$ cat config.mk
export PLATFORM = sky130hd
export DESIGN_NAME = tl_a_channel_arbiter_flat
export DESIGN_NICKNAME = d
export VERILOG_FILES = /design/src/rtl/tl_pkg.sv /design/src/rtl/tl_a_channel_arbiter_if.sv /design/src/rtl/tl_a_channel_arbiter_rr_arb2.sv /design/src/rtl/tl_a_channel_arbiter.sv /design/src/flat_wrapper.sv
export SDC_FILE = /design/constraint.sdc
export NUM_CORES = 1
export LEC_CHECK = 0
export CORE_MARGIN = 5
export CORE_UTILIZATION = 41
export DETAILED_ROUTE_END_ITERATION = 7
export PLACE_DENSITY = 0.82
export SETUP_SLACK_MARGIN = 0.1
export SKIP_CTS_REPAIR_TIMING = 1
export SLEW_MARGIN = 10
export SYNTH_ARGS = -nofsm -noshare
export SYNTH_HDL_FRONTEND = slang
export SYNTH_SLANG_ARGS = --single-unit
$ cat constraint.sdc
create_clock -name clk -period 3.1 [get_ports clk]
set_input_delay 0.93 -clock clk [delete_from_list [all_inputs] [get_ports clk]]
set_output_delay 0.93 -clock clk [all_outputs]
set_load 0.02 [all_outputs]
$ cat src/rtl/tl_pkg.sv
// Shared TileLink-style field positions, opcodes and FSM state for the A/D channel arbiter.
package tl_pkg;

  localparam int A_W   = 53;
  localparam int D_W   = 43;
  localparam int NUM_M = 2;

  // A-channel field positions
  localparam int A_OPC_HI   = 52;
  localparam int A_OPC_LO   = 50;
  localparam int A_PARAM_HI = 49;
  localparam int A_PARAM_LO = 47;
  localparam int A_SIZE_HI  = 46;
  localparam int A_SIZE_LO  = 44;
  localparam int A_SRC_HI   = 43;
  localparam int A_SRC_LO   = 42;
  localparam int A_ADDR_HI  = 41;
  localparam int A_ADDR_LO  = 32;
  localparam int A_DATA_HI  = 31;
  localparam int A_DATA_LO  = 0;

  // D-channel field positions
  localparam int D_OPC_HI   = 42;
  localparam int D_OPC_LO   = 40;
  localparam int D_PARAM_HI = 39;
  localparam int D_PARAM_LO = 37;
  localparam int D_SIZE_HI  = 36;
  localparam int D_SIZE_LO  = 34;
  localparam int D_SRC_HI   = 33;
  localparam int D_SRC_LO   = 32;
  localparam int D_DATA_HI  = 31;
  localparam int D_DATA_LO  = 0;

  localparam logic [2:0] OPC_GET      = 3'd4;
  localparam logic [2:0] OPC_PUT_FULL = 3'd0;
  localparam logic [2:0] OPC_ACK      = 3'd0;
  localparam logic [2:0] OPC_ACK_DATA = 3'd1;

  typedef enum logic {IDLE, ISSUE} arb_state_e;

  // Replace the source field of an A-channel beat, leaving every other bit untouched.
  function automatic logic [A_W-1:0] stamp_source(input logic [A_W-1:0] a, input logic [1:0] src);
    logic [A_W-1:0] r;
    r = a;
    r[A_SRC_HI:A_SRC_LO] = src;
    return r;
  endfunction

endpackage

$ cat src/rtl/tl_a_channel_arbiter_if.sv
// Bundle of both master ports, the slave port and the status flag of the arbiter.
// 'slave' is the arbiter's view (it serves the two masters); 'master' is the surrounding environment.
interface tl_a_channel_arbiter_if;
  import tl_pkg::*;

  logic           m0_a_valid;
  logic [A_W-1:0] m0_a_channel;
  logic           m0_a_ready;
  logic           m0_d_valid;
  logic [D_W-1:0] m0_d_channel;
  logic           m0_d_error;

  logic           m1_a_valid;
  logic [A_W-1:0] m1_a_channel;
  logic           m1_a_ready;
  logic           m1_d_valid;
  logic [D_W-1:0] m1_d_channel;
  logic           m1_d_error;

  logic           backpressureslave;
  logic           s_a_valid;
  logic [A_W-1:0] s_a_channel;
  logic           s_a_ready;
  logic           s_d_valid;
  logic [D_W-1:0] s_d_channel;
  logic           s_d_error;
  logic           s_d_ready;
  logic           protocol_err;

  modport slave (
    input  m0_a_valid, m0_a_channel,
    output m0_a_ready, m0_d_valid, m0_d_channel, m0_d_error,
    input  m1_a_valid, m1_a_channel,
    output m1_a_ready, m1_d_valid, m1_d_channel, m1_d_error,
    input  backpressureslave,
    output s_a_valid, s_a_channel,
    input  s_a_ready, s_d_valid, s_d_channel, s_d_error,
    output s_d_ready, protocol_err
  );

  modport master (
    output m0_a_valid, m0_a_channel,
    input  m0_a_ready, m0_d_valid, m0_d_channel, m0_d_error,
    output m1_a_valid, m1_a_channel,
    input  m1_a_ready, m1_d_valid, m1_d_channel, m1_d_error,
    output backpressureslave,
    input  s_a_valid, s_a_channel,
    output s_a_ready, s_d_valid, s_d_channel, s_d_error,
    input  s_d_ready, protocol_err
  );

endinterface

$ cat src/rtl/tl_a_channel_arbiter_rr_arb2.sv
// Two-input round-robin arbiter: on a tie the master that did not win last time is chosen.
module rr_arb2 (
  input  logic [1:0] req_i,
  input  logic       last_grant_i,
  output logic [1:0] grant_o
);

  // One-hot grant; a single requester always wins outright.
  always_comb begin
    grant_o = req_i;
    if (req_i == 2'b11) grant_o = last_grant_i ? 2'b01 : 2'b10;
  end

endmodule

$ cat src/rtl/tl_a_channel_arbiter.sv
// Shares one A/D channel pair of the data-memory slave between instruction fetch (m0)
// and load/store (m1); one outstanding transaction per master, responses routed by source.
//
// state | meaning
// IDLE  | no request on the slave A channel; a grant may be made this cycle
// ISSUE | request held on the slave A channel until s_a_ready
module tl_a_channel_arbiter
  import tl_pkg::*;
(
  input  logic                   clk,
  input  logic                   reset,
  tl_a_channel_arbiter_if.slave  bus
);

  arb_state_e                     state_q, state_d;
  logic                           last_grant_q, last_grant_d;
  logic [NUM_M-1:0]               busy_q, busy_d, set_busy, clr_busy;
  logic                           s_a_valid_q, s_a_valid_d;
  logic [A_W-1:0]                 s_a_channel_q, s_a_channel_d;
  logic [NUM_M-1:0]               md_valid_q, md_valid_d;
  logic [NUM_M-1:0][D_W-1:0]      md_channel_q, md_channel_d;
  logic [NUM_M-1:0]               md_error_q, md_error_d;
  logic                           protocol_err_q, protocol_err_d;

  logic [1:0] eligible, grant, grant_fire;
  logic [1:0] rsp_src;

  assign eligible   = {bus.m1_a_valid & ~busy_q[1], bus.m0_a_valid & ~busy_q[0]}
                      & {2{~bus.backpressureslave}};
  assign grant_fire = (state_q == IDLE) ? grant : 2'b00;
  assign rsp_src    = bus.s_d_channel[D_SRC_HI:D_SRC_LO];

  rr_arb2 u_rr_arb2 (
    .req_i       (eligible),
    .last_grant_i(last_grant_q),
    .grant_o     (grant)
  );

  // Grant/issue FSM: capture the winning request with its source stamped, hold it until accepted.
  always_comb begin
    state_d       = state_q;
    last_grant_d  = last_grant_q;
    s_a_valid_d   = s_a_valid_q;
    s_a_channel_d = s_a_channel_q;
    set_busy      = '0;
    case (state_q)
      IDLE: begin
        if (grant_fire[0]) begin
          s_a_channel_d = stamp_source(bus.m0_a_channel, 2'd0);
          s_a_valid_d   = 1'b1;
          last_grant_d  = 1'b0;
          set_busy[0]   = 1'b1;
          state_d       = ISSUE;
        end else if (grant_fire[1]) begin
          s_a_channel_d = stamp_source(bus.m1_a_channel, 2'd1);
          s_a_valid_d   = 1'b1;
          last_grant_d  = 1'b1;
          set_busy[1]   = 1'b1;
          state_d       = ISSUE;
        end
      end
      ISSUE: begin
        if (bus.s_a_ready) begin
          s_a_valid_d = 1'b0;
          state_d     = IDLE;
        end
      end
      default: state_d = IDLE;
    endcase
  end

  // Response routing: deliver to the busy master named by the source field, otherwise flag it.
  always_comb begin
    md_valid_d     = '0;
    md_channel_d   = md_channel_q;
    md_error_d     = md_error_q;
    clr_busy       = '0;
    protocol_err_d = protocol_err_q;
    if (bus.s_d_valid) begin
      if (!rsp_src[1] && busy_q[rsp_src[0]]) begin
        md_valid_d[rsp_src[0]]   = 1'b1;
        md_channel_d[rsp_src[0]] = bus.s_d_channel;
        md_error_d[rsp_src[0]]   = bus.s_d_error;
        clr_busy[rsp_src[0]]     = 1'b1;
      end else begin
        protocol_err_d = 1'b1;
      end
    end
    // A grant only targets a non-busy master and a clear only a busy one, so they never collide.
    busy_d = (busy_q & ~clr_busy) | set_busy;
  end

  // State and output registers with synchronous reset.
  always_ff @(posedge clk) begin
    if (reset) begin
      state_q        <= IDLE;
      last_grant_q   <= 1'b1;
      busy_q         <= '0;
      s_a_valid_q    <= 1'b0;
      s_a_channel_q  <= '0;
      md_valid_q     <= '0;
      md_channel_q   <= '0;
      md_error_q     <= '0;
      protocol_err_q <= 1'b0;
    end else begin
      state_q        <= state_d;
      last_grant_q   <= last_grant_d;
      busy_q         <= busy_d;
      s_a_valid_q    <= s_a_valid_d;
      s_a_channel_q  <= s_a_channel_d;
      md_valid_q     <= md_valid_d;
      md_channel_q   <= md_channel_d;
      md_error_q     <= md_error_d;
      protocol_err_q <= protocol_err_d;
    end
  end

  assign bus.m0_a_ready   = grant_fire[0];
  assign bus.m1_a_ready   = grant_fire[1];
  assign bus.m0_d_valid   = md_valid_q[0];
  assign bus.m1_d_valid   = md_valid_q[1];
  assign bus.m0_d_channel = md_channel_q[0];
  assign bus.m1_d_channel = md_channel_q[1];
  assign bus.m0_d_error   = md_error_q[0];
  assign bus.m1_d_error   = md_error_q[1];
  assign bus.s_a_valid    = s_a_valid_q;
  assign bus.s_a_channel  = s_a_channel_q;
  assign bus.s_d_ready    = ~reset;
  assign bus.protocol_err = protocol_err_q;

endmodule

$ cat src/flat_wrapper.sv
// flat-port wrapper written by rule: the top's interface ports become plain ports
module tl_a_channel_arbiter_flat import tl_pkg::*;
  (clk, reset, bus_m0_a_valid, bus_m0_a_channel, bus_m0_a_ready, bus_m0_d_valid, bus_m0_d_channel, bus_m0_d_error, bus_m1_a_valid, bus_m1_a_channel, bus_m1_a_ready, bus_m1_d_valid, bus_m1_d_channel, bus_m1_d_error, bus_backpressureslave, bus_s_a_valid, bus_s_a_channel, bus_s_a_ready, bus_s_d_valid, bus_s_d_channel, bus_s_d_error, bus_s_d_ready, bus_protocol_err);
  tl_a_channel_arbiter_if bus_i ();
  input  logic clk;
  input  logic reset;
  input wire logic [$bits(bus_i.m0_a_valid)-1:0] bus_m0_a_valid;
  input wire logic [$bits(bus_i.m0_a_channel)-1:0] bus_m0_a_channel;
  output wire logic [$bits(bus_i.m0_a_ready)-1:0] bus_m0_a_ready;
  output wire logic [$bits(bus_i.m0_d_valid)-1:0] bus_m0_d_valid;
  output wire logic [$bits(bus_i.m0_d_channel)-1:0] bus_m0_d_channel;
  output wire logic [$bits(bus_i.m0_d_error)-1:0] bus_m0_d_error;
  input wire logic [$bits(bus_i.m1_a_valid)-1:0] bus_m1_a_valid;
  input wire logic [$bits(bus_i.m1_a_channel)-1:0] bus_m1_a_channel;
  output wire logic [$bits(bus_i.m1_a_ready)-1:0] bus_m1_a_ready;
  output wire logic [$bits(bus_i.m1_d_valid)-1:0] bus_m1_d_valid;
  output wire logic [$bits(bus_i.m1_d_channel)-1:0] bus_m1_d_channel;
  output wire logic [$bits(bus_i.m1_d_error)-1:0] bus_m1_d_error;
  input wire logic [$bits(bus_i.backpressureslave)-1:0] bus_backpressureslave;
  output wire logic [$bits(bus_i.s_a_valid)-1:0] bus_s_a_valid;
  output wire logic [$bits(bus_i.s_a_channel)-1:0] bus_s_a_channel;
  input wire logic [$bits(bus_i.s_a_ready)-1:0] bus_s_a_ready;
  input wire logic [$bits(bus_i.s_d_valid)-1:0] bus_s_d_valid;
  input wire logic [$bits(bus_i.s_d_channel)-1:0] bus_s_d_channel;
  input wire logic [$bits(bus_i.s_d_error)-1:0] bus_s_d_error;
  output wire logic [$bits(bus_i.s_d_ready)-1:0] bus_s_d_ready;
  output wire logic [$bits(bus_i.protocol_err)-1:0] bus_protocol_err;
  assign bus_i.m0_a_valid = bus_m0_a_valid;
  assign bus_i.m0_a_channel = bus_m0_a_channel;
  assign bus_m0_a_ready = bus_i.m0_a_ready;
  assign bus_m0_d_valid = bus_i.m0_d_valid;
  assign bus_m0_d_channel = bus_i.m0_d_channel;
  assign bus_m0_d_error = bus_i.m0_d_error;
  assign bus_i.m1_a_valid = bus_m1_a_valid;
  assign bus_i.m1_a_channel = bus_m1_a_channel;
  assign bus_m1_a_ready = bus_i.m1_a_ready;
  assign bus_m1_d_valid = bus_i.m1_d_valid;
  assign bus_m1_d_channel = bus_i.m1_d_channel;
  assign bus_m1_d_error = bus_i.m1_d_error;
  assign bus_i.backpressureslave = bus_backpressureslave;
  assign bus_s_a_valid = bus_i.s_a_valid;
  assign bus_s_a_channel = bus_i.s_a_channel;
  assign bus_i.s_a_ready = bus_s_a_ready;
  assign bus_i.s_d_valid = bus_s_d_valid;
  assign bus_i.s_d_channel = bus_s_d_channel;
  assign bus_i.s_d_error = bus_s_d_error;
  assign bus_s_d_ready = bus_i.s_d_ready;
  assign bus_protocol_err = bus_i.protocol_err;
  tl_a_channel_arbiter u_core (.clk(clk), .reset(reset), .bus(bus_i));
endmodule
# --- Word-level counts from Yosys, hierarchy flattened ---
# Cells that the tools add are included.
# W data, S select, Z words.
totals:
  ramBits: 0
  output_inout_bits: 148
  memories: 0
  romBits: 0
  latchBits: 0
  reg_bits: 149
op_classes:
  div_mod_pow: 0
  addsub: 0
  n_eq_ne: 3
  n_mul: 0
  mux: 27
  n_reduce_logical: 8
  n_lt_le_gt_ge: 2
  bitwise: 12
  shifts: 0
op_table:
  columns: ["cell", "n"]
  rows:
  - ["$mux W53", 2]
  - ["$bwmux W86", 1]
  - ["$demux W43 S1", 1]
  - ["$mux W43", 1]
  - ["$mux W1", 12]
  - ["$mux W2", 6]
  - ["$reduce_and A2 Y1", 4]
  - ["$not A1 Y1", 6]
  - ["$and A2 B2 Y2", 2]
  - ["$pmux W1 S2", 2]
  - ["$ne A3 B1 Y1 const B", 1]
  - ["$and A1 B1 Y1", 2]
  - ["$bwmux W2", 1]
  - ["$eq A2 B2 Y1 const B", 1]
  - ["$logic_and A1 B1 Y1", 2]
  - ["$lt A1 B2 Y1 const B", 1]
  - ["$ne A2 B2 Y1 const B", 1]
  - ["$not A2 Y2", 1]
  - ["$or A2 B2 Y2", 1]
  - ["$reduce_bool A2 Y1", 1]
  - ["$demux W1 S1", 1]
  - ["$ge A1 B1 Y1 const B", 1]
  - ["$logic_not A1 Y1", 1]

# --- Longest topological paths before layout ---
logic_depth:
  word_depth: 10
  depth_mapped: 6
  mapped_depth_nobuf: 5

# --- Modules after synthesis ---
# Synthesis repeated with hierarchy kept, for this count alone.
hier_totals:
  cells_unflattened: 702
  hier_area_um2: 5715.5
by_module_without_submodules:
  columns: ["module", "instances", "cells_each", "seq_area_each_um2", "area_each_um2"]
  rows:
  - ["tl_a_channel_arbiter", 1, 699, 2962.8, 5696.7]
  - ["rr_arb2", 1, 3, 0.0, 18.8]

# --- Least setup slack after synthesis ---
# No wires, ideal clock.
synth_timing:
  path_type: "in2out"
  startpoint: "input bus_backpressureslave"
  endpoint: "output bus_m1_a_ready"
  n_path_buf: 0
  path_slack_ns: 0.269
  arrival_time_ns: 1.901
  t_required_ns: 2.170
  path_stages: 2
  cell_sequence: "or4b_4 > a21oi_1"
synth_via:
  elab_chain_cells: 5
synth_rtl:
  columns: ["item", "line", "rtl"]
  rows:
  - ["start, declared", "flat_wrapper.sv:19", "input wire logic [$bits(bus_i.backpressureslave)-1:0] bus_backpressureslave;"]
  - ["$not A1 Y1 *", "tl_a_channel_arbiter.sv:29", "& {2{~bus.backpressureslave}};"]
  - ["$and A2 B2 Y2 *", "tl_a_channel_arbiter.sv:29", null]
  - ["$eq A2 B2 Y1", "tl_a_channel_arbiter_rr_arb2.sv:11", "if (req_i == 2'b11) grant_o = last_grant_i ? 2'b01 : 2'b10;"]
  - ["$mux W2 *", "tl_a_channel_arbiter_rr_arb2.sv:11", null]
  - ["$mux W2 *", "tl_a_channel_arbiter.sv:30", "assign grant_fire = (state_q == IDLE) ? grant : 2'b00;"]
  - ["end, declared", "flat_wrapper.sv:15", "output wire logic [$bits(bus_i.m1_a_ready)-1:0] bus_m1_a_ready;"]
# Mark *: on every way between the ends. The rest lies on a longest branch, timed or not.

# --- Worst setup path in the final report ---
layout_timing:
  startpoint: "input bus_m0_a_valid"
  endpoint: "output bus_m0_a_ready"
layout_via:
  elab_chain_cells: 5
layout_rtl:
  columns: ["item", "line", "rtl"]
  rows:
  - ["start, declared", "flat_wrapper.sv:7", "input wire logic [$bits(bus_i.m0_a_valid)-1:0] bus_m0_a_valid;"]
  - ["$and A1 B1 Y1 *", "tl_a_channel_arbiter.sv:28", "assign eligible = {bus.m1_a_valid & ~busy_q[1], bus.m0_a_valid & ~busy_q[0]}"]
  - ["$and A2 B2 Y2 *", "tl_a_channel_arbiter.sv:29", null]
  - ["$eq A2 B2 Y1", "tl_a_channel_arbiter_rr_arb2.sv:11", null]
  - ["$mux W2 *", "tl_a_channel_arbiter_rr_arb2.sv:11", null]
  - ["$mux W2 *", "tl_a_channel_arbiter.sv:30", null]
  - ["end, declared", "flat_wrapper.sv:9", "output wire logic [$bits(bus_i.m0_a_ready)-1:0] bus_m0_a_ready;"]
# Marked as above.

==> results.sh <==
export IMPL_setup_viol=0
export IMPL_synth_cells=591
export IMPL_drv_cap=0
export IMPL_via_count=5398
export IMPL_tightest_slew_ps=1060
export IMPL_clkSlewWorstSetupHoldPaths_ps=60
export IMPL_ys_seq_elements=148
export IMPL_dp_hpwl_um=13600
export IMPL_synth_top_area_frac=0.562
export IMPL_power_frac_clock=0.448
export IMPL_die_y_um=123
export IMPL_crit_path_end_kind="output pin"
export IMPL_period_share=0.975
export IMPL_hold_viol=0
export IMPL_die_x_um=123
export IMPL_p_per_area_nw_per_um2=525
export IMPL_postLayoutCoreUtil=0.726
export IMPL_cts_buffer_depth=2
export IMPL_synth_edf_count=0
export IMPL_clock_latency_ps=410
export IMPL_timing_fmax_mhz=331
export IMPL_leakage_nw=3.35
export IMPL_dp_slack_ps=-588
export IMPL_drtIter0Drc=397
export IMPL_ir_worst_vdd_mv=0.343
export IMPL_synth_cell_type_count=22
export IMPL_port_buffers=299
export IMPL_route_final_wire_length_um=18800
export IMPL_status="complete, no violations"
export IMPL_ys_seq_area_frac=0.562
export IMPL_grt_pass1_vias=5423
export IMPL_antenna_left=0
export IMPL_layout_drive_gt1_share=0.0617
export IMPL_numCtsBuffers=17
export IMPL_setup_ws_ps=78.3
export IMPL_setup_worst_path_class="input port to output pin"
export IMPL_rows=41
export IMPL_syn_to_final_growth_pct=73.9
export IMPL_rsz0062_at_grt="true"
export IMPL_min_to="u_core.bus.m0_d_channel[37]"
export IMPL_core_um2=12600
export IMPL_die_area_um2=15200
export IMPL_grt_usage=0.237
export IMPL_num_io_pins=305
export IMPL_async_flop_share=0
export IMPL_drt_pass1_iter_count=5
export IMPL_required_ps=2170
export IMPL_r2r_start="u_core.busy_q[1]"
export IMPL_crit_slowest_cell="clkdlybuf4s50_1"
export IMPL_syn_num_nets=748
export IMPL_avgSynthCellArea_um2=8.92
export IMPL_start_util=0.418
export IMPL_grt_overflow_total=0
export IMPL_cts_tree="done"
export IMPL_rr_endpoint="u_core.bus.s_a_channel[40]"
export IMPL_finalMaxSlewViolations=0
export IMPL_cts_root_buf="clkbuf_16"
export IMPL_via_per_inst=5.08
export IMPL_whs_ps=452
export IMPL_p_int_mw=3.75
export IMPL_cts_sinks=148
export IMPL_hp_class="register to register"
export IMPL_critPathArrivalTime_ps=2090
export IMPL_finalSetupTns_ps=0
export IMPL_antenna_cells=0
export IMPL_reg2reg_depth=6
export IMPL_place_gp_congestion=0.834
export IMPL_ff2ff_setup_slack_ps=1130
export IMPL_synth_main_ff_cell="dfxtp_1"
export IMPL_crit_chain="clkdlybuf4s50_1 > nor4b_2 > o21ai_0 > inv_1 > clkbuf_2"
export IMPL_htree_levels=4
export IMPL_drc=0
export IMPL_grt_max_degree=97
export IMPL_cp_start_kind="input port"
export IMPL_synth_common_cells="nand2_1, dfxtp_1, a21oi_1"
export IMPL_switching_power_mw=1.07
export IMPL_nets=1036
export IMPL_final_setup_skew_ps=12.2
export IMPL_wl_per_cell_um=17.7
export IMPL_power_frac_comb=0.132
export IMPL_crit_family="buffers and inverters"
export IMPL_power_mw=4.81
export IMPL_min_period_ps=3020
export IMPL_yosys_warnings=0
export IMPL_hp_start="u_core.bus.m0_d_channel[37]"
export IMPL_syn_cell_area_um2=5270
export IMPL_slew_limit_headroom=0.296
export IMPL_yosysMostFrequentCell="nand2_1"
export IMPL_crit_buf_inv=3
export IMPL_synth_area_leaders="dfxtp_1, nand2_1, a221o_1"
export IMPL_antenna_found_initial=0
export IMPL_yosys_area_top_type="dfxtp_1"
export IMPL_whs_path_depth=2
export IMPL_cpPeakStageDelay_ps=480
export IMPL_path_max_fanout=2
export IMPL_grt_pass1_wl_um=27900
export IMPL_swShare=0.222
export IMPL_seqPwrFrac=0.420
==> cell usage in the layout (no fill, tap or decap) <==
master	n
nand2_2	1
clkbuf_8	3
bufinv_16	4
a21oi_1	89
clkinvlp_4	1
a21oi_4	1
clkbuf_16	17
nor2b_1	3
and3_1	4
nand2b_1	3
or4b_4	1
clkinv_4	1
dlymetal6s2s_1	2
nand2_1	168
nand3_2	1
clkinv_2	3
nor3_1	1
o211ai_1	1
a211oi_4	1
a221o_1	51
clkdlybuf4s50_1	294
buf_6	1
buf_12	7
dfxtp_1	148
nor2_1	9
o21ai_0	2
and2_1	52
a211oi_1	2
clkbuf_1	2
inv_1	4
nor2_4	2
clkbuf_2	1
conb_1	1
nor4b_2	1
buf_4	9
==> sequential cells by signal, summed over array words and instances, names as in the netlist <==
name	flops
u_core.bus.s_a_channel	52
u_core.bus.m0_d_channel	43
u_core.bus.m1_d_channel	43
u_core.busy_q	2
u_core.md_error_q	2
u_core.md_valid_q	2
u_core.bus.protocol_err	1
u_core.bus.s_a_valid	1
u_core.last_grant_q	1
u_core.state_q	1
==> cells by family after synthesis <==
logic type | after synthesis | synth area share
AO/OA/AOI/OAI | 147 | 0.192
buffers and inverters | 49 | 0.0368
flip-flops | 148 | 0.562
other | 1 | 0.000712
AND/OR/NAND/NOR | 246 | 0.208
==> area by class of cell <==
type | count | area, µm²
clock buffers | 22 | 474
inverters | 4 | 15.0
flip-flops and latches | 148 | 2960
well taps | 172 | 215
repair buffers | 314 | 3190
multi-input cells | 394 | 2150
fillers | 927 | 3460
clock inverters | 9 | 151
==> worst reg2reg max path, stage by stage (launching register included) <==
cell	delay, ps
dfxtp_1	380
or4b_4	580
buf_4	170
a211oi_4	240
buf_12	240
and2_1	180
a221o_1	120
==> power by group through the flow <==
stage / clock [mW] / combinational, mW / sequential [mW]
floorplan: 0 / 0.146 / 2.14
global placement: 0 / 0.622 / 2.06
detailed placement: 0 / 0.632 / 2.06
CTS: 2.19 / 0.636 / 2.02
global route: 2.29 / 0.670 / 2.03
finish: 2.16 / 0.635 / 2.02
==> metrics by stage <==
step                instance area [µm²]  cells
floorplan                          5270    591
global placement                   8520   1032
detailed placement                 8520   1032
CTS                                9150   1063
global route                       9160   1063
finish                             9160   1063
==> worst max path at each step <==
stage / start / to / slack, ps / depth (start not counted)
2_1_floorplan: bus_backpressureslave / bus_m1_a_ready / 270 / 2
4_1_cts: bus_backpressureslave / bus_m1_a_ready / -590 / 4
5_1_grt: bus_m0_a_valid / bus_m0_a_ready / 20 / 5
3_5_place_dp: bus_backpressureslave / bus_m1_a_ready / -590 / 4
3_3_place_gp: bus_backpressureslave / bus_m1_a_ready / -550 / 4
6_report: bus_m0_a_valid / bus_m0_a_ready / 80 / 5
==> layer usage <==
layer  up-vias  GRT usage  wire (µm)
li1       2584          -          -
met1      2530      0.267       7030
met2       233      0.400       9490
met3        51     0.0750       1460
met4         0      0.125        835
met5         -          0          0
(Power assumes the default switching activity.)
==> variant 1, RTL diff (config.mk and constraints unchanged) <==
Register the output `bus.m0_d_error`; this adds one clock of latency there.
--- a/src/rtl/tl_a_channel_arbiter.sv
+++ b/src/rtl/tl_a_channel_arbiter.sv
@@ -121,7 +121,9 @@
   assign bus.m1_d_valid   = md_valid_q[1];
   assign bus.m0_d_channel = md_channel_q[0];
   assign bus.m1_d_channel = md_channel_q[1];
-  assign bus.m0_d_error   = md_error_q[0];
+  always_ff @(posedge clk) begin
+    bus.m0_d_error <= md_error_q[0];
+  end
   assign bus.m1_d_error   = md_error_q[1];
   assign bus.s_a_valid    = s_a_valid_q;
   assign bus.s_a_channel  = s_a_channel_q;
Function: changed (a bounded check fails within 4 cycles, from zero or initial values and one cycle with reset high).
==> variant 1 against the unedited design <==
- sequential share of layout area up 0.20 points
- power down 1.3%
- final area about the same
- setup slack better by 69 ps
- sequential cell count up 1
- die area up 0.35%
- largest cell class unchanged
- wire length up 2.8%
- area after synthesis up 0.38%
- clock skew down 1.6 ps
==> variant 1: results (changes against the unedited design) <==
metric;value;unit;change
met3 Usage GRT;0.0736;;-0.00145
Worst-Skew Late Latency;420;ps;
first-pass GRT wire length;28400;um;+1.7%
final WL;19300;um;+2.8%
max reg flops;52;;unchanged
initial DRC count;318;;-20%
metal2 WL;10200;um;+7.4%
HPWL after DPL;13900;um;+2.7%
Leak Pwr;3.34;nW;-0.38%
library cells used by synthesis;22;;unchanged
Hold Path Class;reg2reg;;
CTS H-tree lvls;4;;unchanged
DRT met1 WL;6940;um;-1.3%
GP Congestion;0.822;;-1.4%
peak per-stage delay on the critical path;500;ps;+20 ps
sequential area share after synthesis;0.564;;+0.00166
DR vias;5456;;+1.1%
metal3 WL;1490;um;+2.0%
Final Skew;10.5;ps;-1.62 ps
vias per cell;5.11;;+0.70%
CP arrival;2020;ps;-70 ps
met1 usage;0.255;;-0.0116
Area contributors post-synth;dfxtp_1 (56%), nand2_1 (12%), a221o_1 (9.6%);;
synth warn;0;;unchanged
Total GRT Usage;0.241;;+0.00365
First-pass DRT Iterations;5;;unchanged
GRT met2 Usage;0.430;;+0.0293
CTS buffer count;17;;unchanged
Inst Count DP;1035;;+0.29%
CP max FO;2;;unchanged
top cells by count, synth;nand2_1 (169), dfxtp_1 (149), a21oi_1 (90);;
Max stage delay cell, worst path;clkdlybuf4s50_1;;
share of layout cells above drive strength 1;0.0670;;+0.00531
Worst-Margin Slew;1040;ps;-19.2 ps
clock buffer depth;2;;unchanged
VDD IR max;0.353;mV;+3.0%
syn nets;749;;+0.13%
Worst path top cell family by delay;buffers and inverters;;
status;finished clean;;
antenna violations before repair;0;;unchanged
Mapped Cells;592;;+0.17%
-- variant 1: changes by cell type after synthesis, sizes merged --
| cell | before | now |
|---|---|---|
| dfxtp | 148 | 149 |
-- variant 1: worst paths after layout --
| check | slack [ps] | cells after the start | startpoint | to |
|---|---|---|---|---|
| worst min register to register | 360 | 0 | u_core.md_error_q[0] | u_core.bus.m0_d_error |
| worst max-delay path | 150 | 5 | bus_m0_a_valid | bus_m0_a_ready |
| worst max register to register | 1130 | 6 | u_core.busy_q[1] | u_core.bus.s_a_channel[8] |
| worst min-delay path | 360 | 0 | u_core.md_error_q[0] | u_core.bus.m0_d_error |
-- variant 1: final cells by class --
class	instances	area [um2]
Multi-Input combinational cell	394	2170
Sequential cell	149	2980
Tap cell	172	215
Fill cell	983	3450
Clock buffer	19	443
Timing Repair Buffer	317	3190
Clock inverter	12	155
Inverter	4	15.0
-- variant 1: per-stage QoR --
stage               setup slack, ps   util  cell area [um2]
floorplan                       269      -             5290
detailed placement             -595  0.676             8530
finish                          148  0.727             9170
CTS                            -605  0.723             9130
global route                   88.7  0.727             9170
global placement               -584  0.676             8530
-- variant 1: cell families (layout without fill, tap and decap cells) --
kind of cell,after synthesis,in the layout,synth area share
buffers and inverters,49,352,0.0367
AO/OA/AOI/OAI,147,147,0.192
flip-flops,149,149,0.564
AND/OR/NAND/NOR,246,246,0.207
other,1,1,0.000709
-- variant 1: report_power, final --
| group | switching, mW | internal, mW | leakage (nW) |
|---|---|---|---|
| Clock | 0.790 | 1.28 | 0.277 |
| Sequential | 0.0468 | 1.99 | 1.21 |
| Combinational | 0.274 | 0.369 | 1.85 |
| Total | 1.11 | 3.64 | 3.34 |
==> variant 2, RTL diff (same settings) <==
Without the edit above. Reset style: asynchronous (`reset`), changed in one clocked block. Comments in the files are not updated.
--- a/src/rtl/tl_a_channel_arbiter.sv
+++ b/src/rtl/tl_a_channel_arbiter.sv
@@ -91,7 +91,7 @@
   end
 
   // State and output registers with synchronous reset.
-  always_ff @(posedge clk) begin
+  always_ff @(posedge clk or posedge reset) begin
     if (reset) begin
       state_q        <= IDLE;
       last_grant_q   <= 1'b1;
Formal check against the unedited RTL: differs if reset is asserted again (counterexample within 4 cycles, from zero or initial values and one cycle with reset high); with reset held inactive, the same outputs for 4 cycles.
==> variant 2 against the unedited design <==
- area after synthesis grew 12%
- global-route usage down 2.8 points
- sequential share of layout area is 5.8 points higher
- wire length is 4.7% lower
- count of clock-buffer cells in the layout decreased by 3
- sequential cell count unchanged
- final area is 6.0% higher
- first-iteration DRC count decreased by 53%
- clock skew fell by 4.6 ps
- setup slack improved by 56 ps
- die area rose by 11%
Power is not compared: it rests on default switching activity, and its combinational part moved more than twofold at a synthesized area within 25%.
==> variant 2: results (changes against the unedited design) <==
metric;value;unit;change
port bufs;299;;unchanged
synth warn;0;;unchanged
CP arrival;2040;ps;-50 ps
sequential area share after synthesis;0.626;;+0.0638
clock buffer depth;2;;unchanged
CTS Root Cell;clkbuf_16;;
CTS H-tree lvls;4;;unchanged
Total GRT Usage;0.209;;-0.0281
Inst Count DP;857;;-17%
Area contributors post-synth;dfrtp_1 (62%), mux2_2 (16%), a221o_1 (8.6%);;
Final Skew;7.61;ps;-4.55 ps
DR vias;4645;;-14%
Leak Pwr;4.07;nW;
final WL;17900;um;-4.7%
number of global-route vias before repair;4961;;-8.5%
vias per cell;5.22;;+2.9%
Worst slew margin;0.435;;+0.138
first-pass GRT wire length;27000;um;-3.2%
ys async rst share;1.00;;+1.00
HPWL after DPL;13200;um;-2.4%
CTS buffer count;17;;unchanged
pre-CTS setup slack;-398;ps;+191 ps
Worst-Skew Late Latency;420;ps;
max reg flops;52;;unchanged
largest net degree at the start of global routing;69;;-29%
Net count, final;849;;-18%
VDD IR max;0.440;mV;
syn nets;554;;-26%
share of layout cells above drive strength 1;0.191;;+0.130
Hold Path Class;reg2reg;;
top cells by count, synth;dfrtp_1 (147), mux2_2 (84), a221o_1 (51), nor3b_1 (51), buf_2 (20);;
status;finished clean;;
initial DRC count;187;;-53%
Switching Share;0.346;;
max cap viols;0;;unchanged
CP max FO;2;;unchanged
library cells used by synthesis;24;;+9.1%
First-pass DRT Iterations;4;;-1
diode count;0;;unchanged
Syn Area/Cell;14.9;um2;+67%
antenna violations before repair;0;;unchanged
fillers;1019;;+9.9%
GP Congestion;0.750;;-10%
CTS clk-pin slew, worst paths;60;ps;about the same
## variant 2: cell count changes after synthesis, sizes merged, moves of 8 or more
cell / delta
a21oi: -90
and2: -50
buf: +23
clkbuf: -35
dfrtp: +147
dfxtp: -148
mux2: +84
nand2: -166
nor2: -8
nor3b: +51
## variant 2: worst paths after layout
path	cells past startpoint	start	slack, ps	endpoint
worst max-delay path	4	bus_m0_a_valid	130	bus_m0_a_ready
worst min-delay path	1	u_core.bus.m1_d_channel[32]	460	u_core.bus.m1_d_channel[32]
worst max register to register	4	u_core.busy_q[1]	1230	u_core.bus.s_a_channel[5]
worst min register to register	1	u_core.bus.m1_d_channel[32]	460	u_core.bus.m1_d_channel[32]
max in group asynchronous	4	reset	920	u_core.bus.s_a_channel[33]
min in group asynchronous	3	reset	1010	u_core.bus.m0_d_channel[14]
## variant 2: layer usage
metal	share of wire	routed length, um	track usage	vias up
li1	-	-	-	2081
met4	0.017	308	0.0733	0
met1	0.38	6830	0.248	2313
met2	0.49	8810	0.345	231
met3	0.11	1970	0.0843	20
met5	0	0	0	-
## variant 2: layout make-up
type	count	area [um2]	area share
tap	184	230	0.0237
clock buffer	19	443	0.0456
timing repair buffer	309	3090	0.318
multi-input combinational	211	2050	0.211
clock inverter	13	173	0.0178
inverter	5	22.5	0.00232
sequential	148	3700	0.382
## variant 2: critical path, cell delays in order
cell and delay, ps:
clkdlybuf4s50_1 500, nor4b_4 230, o31a_2 210, clkbuf_2 170
## variant 2: stage by stage
| step | util | area (um2) |
|---|---|---|
| after floorplan | - | 5920 |
| after global placement | 0.633 | 9100 |
| after detailed placement | 0.633 | 9100 |
| after CTS | 0.676 | 9710 |
| after global routing | 0.676 | 9710 |
| final | 0.676 | 9710 |
## variant 2: power groups by stage
| stage | clock [mW] | sequential (mW) | combinational (mW) |
|---|---|---|---|
| 2_1_floorplan | 0 | 4.38 | 1.28 |
| 3_3_place_gp | 0 | 3.31 | 4.63 |
| 3_5_place_dp | 0 | 3.38 | 4.72 |
| 4_1_cts | 2.17 | 3.36 | 4.74 |
| 5_1_grt | 2.26 | 3.46 | 4.96 |
| 6_report | 2.13 | 3.36 | 4.68 |
## variant 2: logic make-up after synthesis
group / share of synthesized area
AO/OA/AOI/OAI: 0.0937
buffers and inverters: 0.0309
flip-flops: 0.626
multiplexers: 0.162
other: 0.000634
AND/OR/NAND/NOR: 0.0873
